<file path="config.mk">
export PLATFORM = sky130hd
export DESIGN_NAME = tmds_frame_decoder
export DESIGN_NICKNAME = d
export VERILOG_FILES = /design/src/rtl/tmds_frame_decoder_pkg.sv /design/src/rtl/tmds_symbol_decoder.sv /design/src/rtl/tmds_frame_decoder.sv
export SDC_FILE = /design/constraint.sdc
export NUM_CORES = 1
export LEC_CHECK = 0
export ABC_CLOCK_PERIOD_IN_PS = 1700
export CORE_MARGIN = 3
export CORE_UTILIZATION = 45
export CTS_CLUSTER_DIAMETER = 60
export DETAILED_ROUTE_END_ITERATION = 8
export HOLD_SLACK_MARGIN = 0.02
export PLACE_DENSITY_LB_ADDON = 0.2
export SLEW_MARGIN = 15
export SYNTH_ARGS = -nofsm -noshare
export SYNTH_HDL_FRONTEND = slang
export SYNTH_SLANG_ARGS = --single-unit
</file>
<file path="constraint.sdc">
create_clock -name hdmi_clk -period 1.7 [get_ports hdmi_clk]
set_clock_uncertainty 0.15 [all_clocks]
set_input_delay 0.51 -clock hdmi_clk [delete_from_list [all_inputs] [get_ports hdmi_clk]]
set_output_delay 0.51 -clock hdmi_clk [all_outputs]
set_load 0.01 [all_outputs]
</file>
<file path="src/rtl/tmds_frame_decoder_pkg.sv">
// Shared TMDS definitions for the receive path (and reused by the transmit encoder):
//   - the four control-period tokens,
//   - the bit positions inside the {hsync, vsync, de} bundle,
//   - the stage-1 symbol record and the combinational symbol classifier/decoder.
package tmds_frame_decoder_pkg;

  // Control-period tokens; the token index is {c1, c0}.
  localparam logic [9:0] CTRL_00 = 10'b1101010100;
  localparam logic [9:0] CTRL_01 = 10'b0010101011;
  localparam logic [9:0] CTRL_10 = 10'b0101010100;
  localparam logic [9:0] CTRL_11 = 10'b1010101011;

  // Bit indices inside the hve bundle.
  localparam int unsigned HVE_H  = 2;
  localparam int unsigned HVE_V  = 1;
  localparam int unsigned HVE_DE = 0;

  // One decoded channel symbol.
  typedef struct packed {
    logic       is_ctrl;
    logic [1:0] c;
    logic [7:0] data;
  } tmds_sym_t;

  // The state a channel is considered to be in straight out of reset: an idle
  // control token, so no phantom data cycle reaches the stage-2 logic.
  localparam tmds_sym_t SYM_IDLE = '{is_ctrl: 1'b1, c: 2'b00, data: 8'h00};

  // Classify a 10-bit symbol as a control token or a data symbol and decode it.
  function automatic tmds_sym_t tmds_classify(input logic [9:0] q);
    tmds_sym_t  s;
    logic [7:0] d;
    s.is_ctrl = 1'b1;
    s.c       = 2'b00;
    s.data    = 8'h00;
    d         = q[9] ? ~q[7:0] : q[7:0];
    case (q)
      CTRL_00: s.c = 2'b00;
      CTRL_01: s.c = 2'b01;
      CTRL_10: s.c = 2'b10;
      CTRL_11: s.c = 2'b11;
      default: begin
        s.is_ctrl = 1'b0;
        s.data[0] = d[0];
        // q[8] selects XOR vs XNOR chaining used by the encoder.
        for (int i = 1; i < 8; i++) begin
          s.data[i] = q[8] ? (d[i] ^ d[i-1]) : ~(d[i] ^ d[i-1]);
        end
      end
    endcase
    return s;
  endfunction

endpackage

</file>
<file path="src/rtl/tmds_symbol_decoder.sv">
// Stage 1 of the TMDS receive pipeline for one channel.
// Classifies the incoming 10-bit symbol and registers {is_ctrl, c, data}.
// Ports:
//   hdmi_clk   pixel clock
//   reset      synchronous, active-high
//   i_sym      word-aligned 10-bit TMDS symbol
//   o_is_ctrl  1 = control token, 0 = data symbol
//   o_c        control token index {c1, c0} (0 for data)
//   o_data     decoded 8-bit data (0 for control)
module tmds_symbol_decoder
  import tmds_frame_decoder_pkg::*;
(
  input  logic       hdmi_clk,
  input  logic       reset,
  input  logic [9:0] i_sym,
  output logic       o_is_ctrl,
  output logic [1:0] o_c,
  output logic [7:0] o_data
);

  tmds_sym_t sym_d;
  tmds_sym_t sym_q;

  always_comb begin
    sym_d = tmds_classify(i_sym);
  end

  // NOTE: sequential state uses non-blocking assignments so every flop samples
  // the pre-edge value of its inputs, independent of block ordering.
  always_ff @(posedge hdmi_clk) begin
    if (reset) begin
      sym_q <= SYM_IDLE;
    end else begin
      sym_q <= sym_d;
    end
  end

  assign o_is_ctrl = sym_q.is_ctrl;
  assign o_c       = sym_q.c;
  assign o_data    = sym_q.data;

endmodule

</file>
<file path="src/rtl/tmds_frame_decoder.sv">
// TMDS frame decoder: turns three word-aligned TMDS symbol streams into pixel
// data plus the {hsync, vsync, de} bundle, pixel coordinates and per-frame
// active-resolution measurement. Two-cycle latency, all outputs registered.
// Ports:
//   hdmi_clk       pixel clock, one symbol per channel per cycle
//   reset          synchronous, active-high
//   i_ch0/1/2      blue/green/red 10-bit symbols (ch0 carries hsync/vsync)
//   o_hve          {hsync, vsync, de}
//   o_rgb          {red, green, blue}; zero outside DE and on error cycles
//   o_x, o_y       signed pixel / line index, -1 when not applicable
//   o_frame_start  pulse on the first cycle vsync is high
//   o_width        pixel count of the last completed active line
//   o_height       active line count of the last completed frame
//   o_err          pulse on a cross-channel symbol inconsistency
module tmds_frame_decoder #(
  parameter int COORD_W = 13
) (
  input  logic                      hdmi_clk,
  input  logic                      reset,
  input  logic [9:0]                i_ch0,
  input  logic [9:0]                i_ch1,
  input  logic [9:0]                i_ch2,
  output logic [2:0]                o_hve,
  output logic [23:0]               o_rgb,
  output logic signed [COORD_W-1:0] o_x,
  output logic signed [COORD_W-1:0] o_y,
  output logic                      o_frame_start,
  output logic [COORD_W-1:0]        o_width,
  output logic [COORD_W-1:0]        o_height,
  output logic                      o_err
);

  import tmds_frame_decoder_pkg::*;

  localparam logic signed [COORD_W-1:0] ONE       = COORD_W'(1);
  localparam logic signed [COORD_W-1:0] MINUS_ONE = '1;

  // ---------------- Stage 1: per-channel classify/decode ----------------
  tmds_sym_t s0;
  tmds_sym_t s1;
  tmds_sym_t s2;

  tmds_symbol_decoder u_dec_ch0 (
    .hdmi_clk (hdmi_clk),
    .reset    (reset),
    .i_sym    (i_ch0),
    .o_is_ctrl(s0.is_ctrl),
    .o_c      (s0.c),
    .o_data   (s0.data)
  );

  tmds_symbol_decoder u_dec_ch1 (
    .hdmi_clk (hdmi_clk),
    .reset    (reset),
    .i_sym    (i_ch1),
    .o_is_ctrl(s1.is_ctrl),
    .o_c      (s1.c),
    .o_data   (s1.data)
  );

  tmds_symbol_decoder u_dec_ch2 (
    .hdmi_clk (hdmi_clk),
    .reset    (reset),
    .i_sym    (i_ch2),
    .o_is_ctrl(s2.is_ctrl),
    .o_c      (s2.c),
    .o_data   (s2.data)
  );

  // ---------------- Stage 2: error, hve, coordinates, measurement -------
  logic [2:0]                hve_d,         hve_q;
  logic [23:0]               rgb_d,         rgb_q;
  logic signed [COORD_W-1:0] x_d,           x_q;
  logic signed [COORD_W-1:0] y_d,           y_q;
  logic                      frame_start_d, frame_start_q;
  logic [COORD_W-1:0]        width_d,       width_q;
  logic [COORD_W-1:0]        height_d,      height_q;
  logic                      err_d,         err_q;

  logic de_n;
  logic de_rise;
  logic de_fall;
  logic vsync_rise;

  // The registered hve bundle doubles as the edge-detect history: hve_q is
  // exactly the previous cycle's de/vsync as seen by this stage.
  always_comb begin
    // NOTE: every signal assigned here gets a default first, so no path can
    // leave it unassigned and infer a latch.
    hve_d         = hve_q;
    rgb_d         = 24'h000000;
    x_d           = MINUS_ONE;
    y_d           = y_q;
    width_d       = width_q;
    height_d      = height_q;
    err_d         = 1'b0;
    frame_start_d = 1'b0;

    de_n = ~s0.is_ctrl;

    // Sync bits only change in control periods; during DE they hold.
    hve_d[HVE_DE] = de_n;
    if (!de_n) begin
      hve_d[HVE_H] = s0.c[0];
      hve_d[HVE_V] = s0.c[1];
    end

    de_rise    = de_n & ~hve_q[HVE_DE];
    de_fall    = ~de_n & hve_q[HVE_DE];
    vsync_rise = hve_d[HVE_V] & ~hve_q[HVE_V];

    // Green/red must agree with blue on class, and in control periods they
    // carry no information, so only token 00 is legal there.
    err_d = (s1.is_ctrl != s0.is_ctrl) || (s2.is_ctrl != s0.is_ctrl) ||
            (s0.is_ctrl && ((s1.c != 2'b00) || (s2.c != 2'b00)));

    if (de_n && !err_d) begin
      rgb_d = {s2.data, s1.data, s0.data};
    end

    if (de_n) begin
      x_d = hve_q[HVE_DE] ? x_q + ONE : '0;
    end

    // vsync and a DE rise can never coincide: vsync only moves in control.
    if (vsync_rise) begin
      y_d = MINUS_ONE;
    end else if (de_rise) begin
      y_d = y_q + ONE;
    end

    if (de_fall) begin
      width_d = x_q + ONE;
    end

    // A frame with no active lines still has y = -1 here and is ignored.
    if (vsync_rise && !y_q[COORD_W-1]) begin
      height_d = y_q + ONE;
    end

    frame_start_d = vsync_rise;
  end

  always_ff @(posedge hdmi_clk) begin
    if (reset) begin
      hve_q         <= 3'b000;
      rgb_q         <= 24'h000000;
      x_q           <= MINUS_ONE;
      y_q           <= MINUS_ONE;
      frame_start_q <= 1'b0;
      width_q       <= '0;
      height_q      <= '0;
      err_q         <= 1'b0;
    end else begin
      hve_q         <= hve_d;
      rgb_q         <= rgb_d;
      x_q           <= x_d;
      y_q           <= y_d;
      frame_start_q <= frame_start_d;
      width_q       <= width_d;
      height_q      <= height_d;
      err_q         <= err_d;
    end
  end

  assign o_hve         = hve_q;
  assign o_rgb         = rgb_q;
  assign o_x           = x_q;
  assign o_y           = y_q;
  assign o_frame_start = frame_start_q;
  assign o_width       = width_q;
  assign o_height      = height_q;
  assign o_err         = err_q;

endmodule

</file>
==> flow_summary.toml, run 1 <==
[die]
io_pins = 113
rows = 36
initial_core_util_pct = 47.20
chipWidth_um = 108.2
die-area_sq_um = 11700
die_h_um = 108.2
design.core.area_sq_um = 9955

[worst_setup_path]
required_ps = 2000
critPathLaunchType = "primary input"
worstSetupEndpointType = "flip-flop"
crit_arrival_ps = 1980
crit_fanout = 5
critPathSlowestCell = "clkdlybuf4s50_1"
crit_chain = "clkdlybuf4s50_1, buf_4, ha_1, nand4_1, nor3b_2, or3_4, nor2_1"
critical_path_class = "primary input to flip-flop"
cp_slowest_stage_delay_ps = 430

[global_routing]
grt_usage_pct = 19.09
grt_pass1_wl_mm = 17.56
grt_max_degree = 26
gr-total-overflow = 0
antenna_found_initial = 0
grt_pass1_vias = 3843

[detailed_routing]
first_pass_iters = 4
post-route-drc-count = 0
detailedRoute.firstIterationViolations = 124
post_drt_via_cell_ratio = 4.773
ant_nets = 0
detail_route.wirelength_mm = 10.72
routedWlPerCell_um = 13.46
vias = 3804

[placement]
pre_cts_slack_ps = -670.3
dpl.hpwl_mm = 7.690
gp_congestion = 0.7998
port_buffers = 112

[timing]
slew_violations = 0
whs_ps = 163.5
fmax_mhz = 594.7
hold_violations = 0
worst_slew_pin_slew_ps = 372.9
maxSlewHeadroom_pct = 75.08
rsz0062_at_grt = "true"
period_share_pct = 98.91
fin_ws_ps = 18.49
fin_setup_tns_ps = 0
period_minus_slack_ps = 1682
setup_viol = 0

[clock_tree]
path_clk_slew_ps = 60
cts_sinks = 114
htree_levels = 4
cts_buffer_depth = 2
cts_tree = "done"
root_buffer = "clkbuf_8"
clk-insertion-delay-late_ps = 510
cts_buffers = 17

[logic_synthesis]
yosys.area_share.simple_pct = 21.57
synth_fa_ha_area_share_pct = 5.859
muxShareOfSynthArea_pct = 1.491
synth-compound-area-share_pct = 6.232
synth_area_sq_um = 4698
syn-num-nets = 526
synthXorXnorAreaFrac_pct = 11.56
synthDistinctLibCells = 39
synth_top_family_by_area = "simple AND/OR/NAND/NOR gates"
synth_seq_area_share_pct = 48.58
avgSynthCellArea_sq_um = 9.954
yosys_warnings = 0
synth-seq-cells = 114
netlist_instances = 472

[pwr]
p_seq_share_pct = 38.5
power_leakage_nw = 3.032
pwr-share-clk_pct = 43.3
p_comb_share_pct = 18.2
power.share.switching_pct = 27.08
ir_worst_vdd_mv = 0.5548
power_mw = 7.537
power.switching_mw = 2.041
power_density_nw_per_um2 = 1119
p_int_mw = 5.496

[layout]
antennaDiodeCount = 0
finalNetCount = 705
final_common_cell = "dfxtp_1"
area_growth_syn_to_layout_pct = 43.36
layout_common_cells = "90 x dfxtp_1, 79 x buf_2, 69 x buf_4, 62 x nor2_1, 54 x xnor2_1"
final_layout_size_suffix_gt1_share_pct = 37.65

[worst_hold_path]
hp-class = "primary input to flip-flop"

[job]
cap_violations = 0

[run_status]
status = "finished clean"
==> cell families after synthesis <==
| logic type | Yosys count |
|---|---|
| multiplexers | 7 |
| flip-flops | 114 |
| XOR/XNOR | 62 |
| AO/OA/AOI/OAI | 42 |
| adder cells (fa/ha/maj) | 22 |
| buffers and inverters | 50 |
| AND/OR/NAND/NOR | 175 |
==> final cells by class <==
class                      count  area, sq um
sequential                   114         2315
inverter                      26        100.1
multi-input combinational    310         2303
timing repair buffer         182         1296
fill                         789         3219
clock buffer                  20        445.4
clock inverter                12        108.9
tap                          133        166.4
==> synth_stat cells (all sizes together) <==
master | instances | area (sq um)
and4 | 1 | 8.760
inv | 26 | 97.59
nor2b | 3 | 18.77
xor2 | 8 | 70.07
mux2i | 7 | 70.07
nor3b | 1 | 7.510
nand4b | 1 | 8.760
clkbuf | 10 | 37.54
ha | 22 | 275.3
nor3 | 14 | 105.1
a211oi | 23 | 197.7
buf | 14 | 86.32
nand2 | 23 | 88.84
o21ai | 16 | 80.07
and2 | 25 | 156.4
nor4 | 9 | 117.6
or3 | 5 | 31.28
a21oi | 3 | 15.01
and3 | 3 | 18.77
xnor2 | 54 | 473.0
nand3b | 2 | 15.01
dfxtp | 114 | 2282
nand4 | 5 | 76.32
nor2 | 67 | 254.0
nor4bb | 2 | 20.02
nand3 | 13 | 77.58
or2 | 1 | 8.760
==> final timing paths <==
kind	start	end	depth (start not counted)	slack (ps)
hold / removal	reset	u_dec_ch2.o_c[1]$_SDFF_PP0_	2	160
setup reg to reg	o_y[0]$_SDFFE_PP1P_	o_y[4]$_SDFFE_PP1P_	6	60
hold reg to reg	u_dec_ch2.o_data[0]$_SDFF_PP0_	o_rgb[16]$_SDFF_PP0_	1	280
setup / recovery	i_ch1[2]	u_dec_ch1.o_data[3]$_SDFF_PP0_	7	20
==> state kept, by name, indices dropped and copies added (netlist names) <==
name and flops:
o_width 13, o_frame_start 1, o_err 1, u_dec_ch1.o_is_ctrl 1, u_dec_ch0.o_data 8, u_dec_ch2.o_data 8, o_hve 3, u_dec_ch1.o_data 8
u_dec_ch1.o_c 2, u_dec_ch2.o_is_ctrl 1, u_dec_ch0.o_c 2, o_height 13, o_rgb 24, o_x 13, u_dec_ch0.o_is_ctrl 1, o_y 13
u_dec_ch2.o_c 2
==> what timing repair did <==
item,CTS,global route
setup endpoints to repair,108,37
buffers inserted,3,2
gates cloned,0,2
pin swaps,1,5
resized for setup,352,28
hold buffers,0,0
==> per-layer routing <==
metal / GRT usage (%) / wire (um) / share of wire (%)
met4: 8.025 / 176 / 1.6
met1: 22.16 / 4693 / 44
met5: 0 / 0 / 0
met3: 5.552 / 522 / 4.9
met2: 32.86 / 5332 / 50
==> stage by stage <==
stage / instances / area [sq um] / util [%]
floorplan: 472 / 4738 / -
global placement: 758 / 6397 / 64.27
detailed placement: 758 / 6397 / 64.27
CTS: 793 / 6611 / 66.42
global route: 797 / 6735 / 67.66
finish: 797 / 6735 / 67.66
==> power groups by stage <==
stage	clock network [mW]	registers [mW]	logic, mW
floorplan	0	3.03	0.752
global placement	0	2.95	1.35
detailed placement	0	2.96	1.38
CTS	3.31	2.91	1.32
global route	3.44	2.92	1.51
finish	3.26	2.90	1.37
==> worst max-delay path, delay by kind of cell <==
kind / cells / cell delay (ps)
adder cells (fa/ha/maj): 1 / 180
buffers and inverters: 2 / 590
AND/OR/NAND/NOR: 4 / 700
Power figures use the tool's default switching activity.
==> run 2: changes to the inputs <==
--- a/config.mk
+++ b/config.mk
@@ -5,9 +5,9 @@
 export SDC_FILE = /design/constraint.sdc
 export NUM_CORES = 1
 export LEC_CHECK = 0
-export ABC_CLOCK_PERIOD_IN_PS = 1700
+export ABC_CLOCK_PERIOD_IN_PS = 1550
 export CORE_MARGIN = 3
-export CORE_UTILIZATION = 45
+export CORE_UTILIZATION = 48
 export CTS_CLUSTER_DIAMETER = 60
 export DETAILED_ROUTE_END_ITERATION = 8
 export HOLD_SLACK_MARGIN = 0.02
==> constraint.sdc (replaced) <==
create_clock -name hdmi_clk -period 1.55 [get_ports hdmi_clk]
set_clock_uncertainty 0.15 [all_clocks]
set_input_delay 0.465 -clock hdmi_clk [delete_from_list [all_inputs] [get_ports hdmi_clk]]
set_output_delay 0.465 -clock hdmi_clk [all_outputs]
set_load 0.01 [all_outputs]
==> flow_summary.toml, run 2 (synthesis results as in run 1) <==
[global_routing]
grt_pass1_wl_mm = 19.58
grt_max_degree = 26
grt_pass1_vias = 4059
gr-total-overflow = 0
grt_usage_pct = 22.24
antenna_found_initial = 0

[worst_setup_path]
cp_top_family = "flip-flops"
critical_path_class = "flip-flop to flip-flop"
critPathBufInv = 2
crit_fanout = 4
startpoint = "o_x[0]$_SDFF_PP1_"
worstSetupEndpointType = "flip-flop"
rr_startpoint = "o_x[0]$_SDFF_PP1_"
r2r_end = "o_width[6]$_SDFFE_PP0P_"
reg2reg_slack_ps = -150
critPathSlowestCell = "dfxtp_4"
critPathCapture = "o_width[6]$_SDFFE_PP0P_"
crit_arrival_ps = 1920
reg2reg_depth = 7
worst-path-stages = 7
cp_slowest_stage_delay_ps = 370
required_ps = 1770
crit_chain = "buf_6, ha_4, nand2_4, buf_4, nor2_4, xnor2_2, a211oi_1"
critPathLaunchType = "flip-flop"

[layout]
nFillCells = 482
final_common_cell = "buf_4"
fin_cells = 835
finalNetCount = 747
fin_area_sq_um = 7949
area_growth_syn_to_layout_pct = 69.19
layout_common_cells = "90 x buf_4, 89 x buf_6, 65 x dfxtp_2, 60 x nor2_1, 46 x xnor2_1"
antennaDiodeCount = 0
final_layout_size_suffix_gt1_share_pct = 53.26
largest_reg_flops = 24

[pwr]
pwr-share-clk_pct = 41.0
power_density_nw_per_um2 = 1146
power.switching_mw = 2.644
power.share.switching_pct = 29.02
power_leakage_nw = 3.451
p_comb_share_pct = 23.6
p_seq_share_pct = 35.4
ir_worst_vdd_mv = 0.6568
p_int_mw = 6.467

[detailed_routing]
post-route-drc-count = 0
detailedRoute.firstIterationViolations = 203
post_drt_via_cell_ratio = 5.110
ant_nets = 0
first_pass_iters = 4
vias = 4267
routedWlPerCell_um = 17.56
detail_route.wirelength_mm = 14.67

[clock_tree]
cts_buffers = 17
clk-insertion-delay-late_ps = 500
path_clk_slew_ps = 60
cts_buffer_depth = 2
root_buffer = "clkbuf_8"
cts_sinks = 114
cts_hold_buf = 0
cts_tree = "done"
htree_levels = 4

[die]
die_h_um = 104.9
io_pins = 113
initial_core_util_pct = 50.13
chipWidth_um = 104.9
design.core.area_sq_um = 9371
rows = 35
die-area_sq_um = 11010

[timing]
fin_ws_ps = -147.6
rsz0062_at_grt = "true"
worst_slew_pin_slew_ps = 388.7
setup_viol = 90
period_share_pct = 109.5
hold_violations = 0
period_minus_slack_ps = 1698
fmax_mhz = 589.1
maxSlewHeadroom_pct = 74.06
slew_violations = 0

[placement]
gp_congestion = 0.8515
dp_cells = 760
port_buffers = 112
dpl.hpwl_mm = 7.722
placed_cell_area_sq_um = 6524

[run_status]
violations = "negative setup slack"
status = "finished with violations"

[job]
cap_violations = 0

[worst_hold_path]
hp-class = "primary input to flip-flop"
==> run 2: changes by cell type in the layout (fill, tap and decap cells not counted), sizes merged <==
cell | previous run | this run
inv | 27 | 29
bufinv | 1 | 2
nand3 | 13 | 14
clkdlybuf4s50 | 19 | 10
buf | 152 | 192
dlymetal6s2s | 9 | 0
dlygate4sd2 | 2 | 19
clkbuf | 20 | 19
==> run 2: worst min-delay path by stage <==
stage                                  end                            from  slack [ps]  cells after the start
2_1_floorplan          o_rgb[0]$_SDFF_PP0_  u_dec_ch0.o_data[0]$_SDFF_PP0_         260                      1
6_report       u_dec_ch2.o_c[1]$_SDFF_PP0_                           reset         200                      2
3_5_place_dp          o_rgb[22]$_SDFF_PP0_  u_dec_ch2.o_data[6]$_SDFF_PP0_         260                      1
5_1_grt        u_dec_ch2.o_c[1]$_SDFF_PP0_                           reset         210                      2
4_1_cts        u_dec_ch2.o_c[1]$_SDFF_PP0_                           reset         170                      2
3_3_place_gp           o_rgb[3]$_SDFF_PP0_  u_dec_ch0.o_data[3]$_SDFF_PP0_         260                      1
==> run 2: repair_timing <==
action	CTS	global route
pin swaps	17	25
cloned	3	2
setup endpoints to repair	118	131
gates resized for setup	509	67
setup buffers	12	27
==> run 2: layer usage <==
metal	vias up	wire (um)	global-route usage, %
met5	-	0	0
met4	0	500	8.060
met3	42	777	6.238
met2	186	7714	39.28
met1	2035	5674	25.56
li1	2004	-	-
==> run 2: cell type report <==
cell class                 count  area, sq um  area share (%)
clock inverter                15        160.2           2.015
clock buffer                  17        414.1           5.210
inverter                      26        117.6           1.480
tap                          129        161.4           2.031
timing repair buffer         223         2069           26.03
sequential                   114         2390           30.06
multi-input combinational    311         2636           33.17
==> run 2: metrics by stage <==
| step | power, mW | hold WS, ps | setup TNS (ps) | utilization, % | worst slack (ps) |
|---|---|---|---|---|---|
| detailed placement | 4.809 | 259.7 | -23660 | 69.61 | -829.4 |
| finish | 9.111 | 197.8 | -1893 | 84.82 | -147.6 |
| floorplan | 4.170 | 255.7 | -1703 | - | -98.56 |
| global route | 9.413 | 206.7 | -5909 | 84.82 | -168.5 |
| global placement | 4.760 | 261.0 | -21970 | 69.61 | -759.5 |
| CTS | 8.674 | 168.4 | -2057 | 79.21 | -70.18 |
==> run 2: power groups by stage <==
stage                     logic (mW)  registers (mW)  clock network [mW]
final                           2.15            3.22                3.74
after global routing            2.27            3.24                3.90
after CTS                       1.74            3.21                3.73
after detailed placement        1.57            3.24                   0
after global placement          1.52            3.24                   0
after floorplan                0.844            3.33                   0
